File: src/rtl/int_ctrl_8051.sv
// 8051-style interrupt controller: IE/IP SFRs, two-level priority arbitration,
// in-service tracking and a single registered vector presented to the CPU.
module int_ctrl_8051 #(
  parameter int unsigned NSRC = 5
) (
  input  logic            clock,
  input  logic            reset,
  input  logic            set_IE,
  input  logic            set_IP,
  input  logic [7:0]      ram_rd_byte,
  input  logic [NSRC-1:0] src_req,
  input  logic            int_ack,
  input  logic            reti,
  output logic            int_req,
  output logic [7:0]      int_vector,
  output logic [NSRC-1:0] src_clr,
  output logic [7:0]      ie_out,
  output logic [7:0]      ip_out
);

  localparam int unsigned IDXW = (NSRC > 1) ? $clog2(NSRC) : 1;
  // The serial source (and anything above it) is cleared by software only.
  localparam int unsigned HW_CLR_SRCS = 4;

  typedef enum logic {IDLE, PRESENT} state_t;

  state_t            state;
  logic              svc_hi;
  logic              svc_lo;
  logic [IDXW-1:0]   win_idx;
  logic              win_hi;

  logic [NSRC-1:0]   pending;
  logic [NSRC-1:0]   elig_hi;
  logic [NSRC-1:0]   elig_lo;
  logic              sel_found;
  logic [IDXW-1:0]   sel_idx;
  logic              sel_hi;
  logic              ack_ok;
  logic              svc_hi_n;
  logic              svc_lo_n;

  // Arbitration: high-priority eligible sources win, lowest index breaks ties.
  always_comb begin
    pending   = src_req & ie_out[NSRC-1:0] & {NSRC{ie_out[7]}};
    elig_hi   = pending & ip_out[NSRC-1:0] & {NSRC{~svc_hi}};
    elig_lo   = pending & ~ip_out[NSRC-1:0] & {NSRC{~svc_hi & ~svc_lo}};
    sel_found = 1'b0;
    sel_idx   = '0;
    sel_hi    = 1'b0;
    for (int i = int'(NSRC) - 1; i >= 0; i--) begin
      if (elig_lo[i]) begin
        sel_found = 1'b1;
        sel_idx   = IDXW'(i);
        sel_hi    = 1'b0;
      end
    end
    for (int i = int'(NSRC) - 1; i >= 0; i--) begin
      if (elig_hi[i]) begin
        sel_found = 1'b1;
        sel_idx   = IDXW'(i);
        sel_hi    = 1'b1;
      end
    end
  end

  // In-service update: RETI clears the existing level first, then an ack sets.
  always_comb begin
    ack_ok   = (state == PRESENT) && int_ack;
    svc_hi_n = svc_hi;
    svc_lo_n = svc_lo;
    if (reti) begin
      if (svc_hi) svc_hi_n = 1'b0;
      else        svc_lo_n = 1'b0;
    end
    if (ack_ok) begin
      if (win_hi) svc_hi_n = 1'b1;
      else        svc_lo_n = 1'b1;
    end
  end

  always_ff @(posedge clock) begin
    if (reset) begin
      state      <= IDLE;
      ie_out     <= '0;
      ip_out     <= '0;
      svc_hi     <= 1'b0;
      svc_lo     <= 1'b0;
      win_idx    <= '0;
      win_hi     <= 1'b0;
      int_req    <= 1'b0;
      int_vector <= '0;
      src_clr    <= '0;
    end else begin
      if (set_IE) ie_out <= ram_rd_byte;
      if (set_IP) ip_out <= ram_rd_byte;
      svc_hi  <= svc_hi_n;
      svc_lo  <= svc_lo_n;
      src_clr <= '0;
      case (state)
        IDLE: begin
          if (sel_found) begin
            win_idx    <= sel_idx;
            win_hi     <= sel_hi;
            int_vector <= 8'({sel_idx, 3'b011});
            int_req    <= 1'b1;
            state      <= PRESENT;
          end
        end
        PRESENT: begin
          if (int_ack) begin
            int_req <= 1'b0;
            state   <= IDLE;
            if (32'(win_idx) < HW_CLR_SRCS) src_clr <= NSRC'(1) << win_idx;
          end else if (!pending[win_idx]) begin
            int_req <= 1'b0;
            state   <= IDLE;
          end
        end
        default: begin
          int_req <= 1'b0;
          state   <= IDLE;
        end
      endcase
    end
  end

endmodule
File: config.mk
export PLATFORM = sky130hd
export DESIGN_NAME = int_ctrl_8051
export DESIGN_NICKNAME = d
export VERILOG_FILES = /design/src/rtl/int_ctrl_8051.sv
export SDC_FILE = /design/constraint.sdc
export NUM_CORES = 1
export LEC_CHECK = 0
export CAP_MARGIN = 20
export CORE_ASPECT_RATIO = 1.25
export CORE_MARGIN = 3
export CORE_UTILIZATION = 35
export CTS_BUF_LIST = sky130_fd_sc_hd__clkbuf_2 sky130_fd_sc_hd__clkbuf_4 sky130_fd_sc_hd__clkbuf_8
export CTS_CLUSTER_SIZE = 14
export DETAILED_ROUTE_END_ITERATION = 12
export PLACE_DENSITY = 0.75
export SLEW_MARGIN = 0
export SYNTH_ARGS = -nofsm -noshare
export SYNTH_HDL_FRONTEND = slang
export SYNTH_SLANG_ARGS = --single-unit
File: constraint.sdc
create_clock -name clock -period 2.6 [get_ports clock]
set_input_delay 0.52 -clock clock [delete_from_list [all_inputs] [get_ports clock]]
set_output_delay 0.52 -clock clock [all_outputs]
set_load 0.01 [all_outputs]
# Yosys cells after proc, flatten, opt, wreduce, memory -nomap -nowiden
# Cells that the tools add are included.
[totals]
wordCells = 74
out_inout_bits = 30
reg_bits = 34
input_bits = 19
[classes]
n_eq_ne = 2
magnitude_cmp = 2
muxes = 42
shifts = 1
n_reduce_logical = 4
n_bitwise = 13
[ops]
columns = ["op", "n"]
rows = [
  ["$and A5 B5 Y5", 6],
  ["$mux W3", 10],
  ["$mux W1", 29],
  ["$not A1 Y1", 5],
  ["$not A5 Y5", 1],
  ["$shl A1 B3 Y5 const A", 1],
  ["$lt A3 B4 Y1 const B", 1],
  ["$pmux W1 S2", 2],
  ["$reduce_and A2 Y1", 2],
  ["$reduce_or A4 Y1", 1],
  ["$bmux W1 S3", 1],
  ["$lt A3 B3 Y1 const B", 1],
  ["$ne A3 B3 Y1 const B", 1],
  ["$ne A2 B2 Y1 const B", 1],
  ["$and A1 B1 Y1", 1],
  ["$logic_and A1 B1 Y1", 1],
]

# Depth between registers and ports, before layout
[depth]
ltp_word = 16
depth_mapped = 5
mapped_depth_nobuf = 4

# Worst setup path after synthesis
# OpenSTA, ideal clock, no wires.
[synth_path]
kind = "input to register"
from = "input port src_req[2]"
to = "register int_req"
path_stages = 4
setup_ns = 0.115
t_required_ns = 2.485
path_buffers = 0
t_arrival_ns = 1.518
path_slack_ns = 0.967
cell_sequence = "and3b_1 -> o41ai_4 -> a41oi_1 -> o21a_1"
[synth_via]
elab_chain_len = 14
elab_cells_between_ends = 19
cone_classes = "eq/ne: 2; mux: 10; bitwise: 6; reduce/logical: 1"
[synth_rtl]
columns = ["element", "line_no", "source"]
rows = [
  ["start, declared", "11", "input logic [NSRC-1:0] src_req,"],
  ["$and A5 B5 Y5 * (2 in a row)", "45", "pending = src_req & ie_out[NSRC-1:0] & {NSRC{ie_out[7]}};"],
  ["$and A5 B5 Y5 (2 in a row)", "47", "elig_lo = pending & ~ip_out[NSRC-1:0] & {NSRC{~svc_hi & ~svc_lo}};"],
  ["$mux W1 (3 in a row)", "52", "if (elig_lo[i]) begin"],
  ["$mux W1 (5 in a row)", "59", "if (elig_hi[i]) begin"],
  ["$ne A2 B2 Y1 (no line)", "--", ""],
  ["$reduce_and A2 Y1 (no line) *", "--", ""],
  ["end signal, assigned", "91", "int_req <= 1'b0;"],
  ["end signal, assigned", "106", "int_req <= 1'b1;"],
  ["end signal, assigned", "112", "int_req <= 1'b0;"],
  ["end, declared", "14", "output logic int_req,"],
]
# Every way passes the cells marked *; elsewhere a longest branch is shown, timed or not. The select of a mux whose other input is x is not followed.
# A chain may end at the register's enable or synchronous reset.

# Worst setup path in the final report
# Same ends and word-level chain as after synthesis.

==> out/metrics.csv <==
metric,value,unit
outcome,"finished, final reports clean",
clock.fmax,0.509,GHz
fp-row-count,25,
grt.busiest_layer,met2,
ys.flop_type,dfxtp_1,
crit_fanout,6,
worstPathCellList,"clkdlybuf4s50_1, and3b_1, o41ai_4, a41oi_1, o21a_1",
hold_path.class,register to register,
worstHoldEndpoint,int_req,
nNetsFinal,213,
finish.instance_area,2000,um2
wl,3.40,mm
leakage,0.777,nW
drive_gt1_frac,0.0769,
yosysSeqAreaShare,0.427,
worstSetupStartpointType,input port,
grt_pass1_wl,5.64,mm
required,2.78,ns
grt_max_degree,28,
gp_congestion,0.948,
clockBufferDepth,2,
dp.cells,241,
synthCells,149,
rr_endpoint,int_req,
antenna_found_initial,0,
finalCritPeriodShare,0.756,
drtIter0Drc,28,
synth_seq_cells,30,
tns,0,ns
cts-htree-levels,2,
critPathKind,input port to register,
setup_violations,0,
powerDensity,564,nW/um2
clock_latency,0.29,ns
max_stage_delay,0.52,ns
ant_nets,0,
drv_slew,0,
use_met2,0.245,
r2r_cells,4,
ff2ff_setup_slack,0.90,ns
portBuffers,45,
yosysWarnings,0,
hold_buffers,0,
synthesis.area,1410,um2
async_reset_ff_frac,0,
dp_hpwl,2.54,mm
cts-resized-gates,0,
rsz0062_at_grt,no,
die_h,76.9,um
die_w,62.7,um
first_global_vias,1218,
use_met1,0.173,
cts.sinks,30,
layout_commonest_cell,clkdlybuf4s50_1,
worst_pin_slew,0.568,ns
grt.total_usage,0.148,
end_kind,register,
hp-start,int_req,
start_util,0.369,
cts-root-buf,clkbuf_8,
ir_drop,0.350,mV
vias,1251,
cap_violations,0,
core_region_area,3820,um2
ioPinCount,49,
holdPathStages,1,
wl_per_cell,13.7,um
post-cts-setup-buffers,0,
synth_cell_types,41,
dieArea,4820,um2
cpMaxStageDelayCell,o41ai_4,
maxSlewHeadroom,0.620,
final_cells,249,
dr.pass1.iters,4,
use_met3,0.0439,
cts_tree,done,
layout_min_cycle_time,1.97,ns
gr-total-overflow,0,
syn_area_per_cell,9.44,um2
placed_cell_area,1890,um2
area_delta_synth_final,42.2,%
clkTransAtPathRegs,0.07,ns
synth-edff-count,0,
cts_made_buffers,5,
viasPerCell,5.02,
diodes,0,
final_util,0.524,
reg2reg_from,ip_out[3],
final_cell_mix,"clkdlybuf4s50_1, dfxtp_1, nor2_1, mux2i_1, nand2_1",
skew,0.00565,ns
crit_arrival,2.15,ns
drc_errors,0,
final_hold_viol_count,0,
fillers,386,
routing by layer:
layer / vias up / wire length (um)
met3: 7 / 168
li1: 625 / -
met1: 582 / 1490
met5: - / 0
met4: 0 / 68
met2: 37 / 1670
state kept, by name (all words and copies together) (netlist names), 3 cells and up:
name / count
win_idx: 3
ip_out: 8
src_clr: 5
ie_out: 8
report_power, final:
part           leakage (nW)  internal, mW  total (mW)  switching, mW
registers             0.246         0.480       0.501         0.0210
logic                 0.481        0.0890       0.154         0.0650
clock network        0.0504         0.285       0.472          0.188
total                 0.777         0.854        1.13          0.274
worst max path at each step:
| stage | end | slack [ns] | start |
|---|---|---|---|
| CTS | int_req | 0.64 | src_req[2] |
| global placement | int_req | 0.37 | src_req[2] |
| detailed placement | int_req | 0.34 | src_req[2] |
| finish | int_req | 0.63 | src_req[2] |
| floorplan | int_req | 0.97 | src_req[2] |
| global route | int_req | 0.58 | src_req[2] |
final cells by class:
| type | count | area [um2] | area share |
|---|---|---|---|
| Clock inverter | 3 | 45.0 | 0.0225 |
| Multi-Input combinational cell | 108 | 748 | 0.374 |
| Clock buffer | 5 | 68.8 | 0.0344 |
| Timing Repair Buffer | 46 | 458 | 0.229 |
| Tap cell | 54 | 67.6 | 0.0338 |
| Sequential cell | 30 | 601 | 0.300 |
| Inverter | 3 | 11.3 | 0.00563 |
per-stage QoR:
step | hold slack [ns] | setup slack (ns) | total power [mW]
floorplan | 0.467 | 0.967 | 0.586
global placement | 0.469 | 0.373 | 0.663
detailed placement | 0.486 | 0.342 | 0.666
CTS | 0.500 | 0.640 | 1.14
global route | 0.522 | 0.577 | 1.17
finish | 0.496 | 0.634 | 1.13
Yosys cell counts, drive strengths merged (3+ instances only):
| library cell | n | area [um2] |
|---|---|---|
| a21oi | 7 | 35.0 |
| and3b | 5 | 47.5 |
| buf | 5 | 35.0 |
| clkbuf | 6 | 22.5 |
| dfxtp | 30 | 601 |
| inv | 3 | 11.3 |
| mux2i | 16 | 160 |
| nand2 | 8 | 30.0 |
| nand2b | 4 | 25.0 |
| nand3 | 6 | 30.0 |
| nand4 | 3 | 18.8 |
| nor2 | 22 | 82.6 |
| nor3b | 3 | 22.5 |
critical path, delay by kind of cell:
kind | cells | cell delay, ns
simple gates | 1 | 0.23
compound gates | 3 | 0.96
buf+inv | 1 | 0.44
logic make-up (layout without fill, tap and decap cells):
family | count (synthesis) | count (layout) | share of synthesized area
AND/OR/NAND/NOR | 61 | 61 | 0.237
flip-flops | 30 | 30 | 0.427
AO/OA/AOI/OAI | 26 | 26 | 0.155
multiplexers | 17 | 17 | 0.130
buffers and inverters | 14 | 57 | 0.0489
other | 1 | 4 | 0.00267
Note: power is estimated with default switching activity, not from simulation.
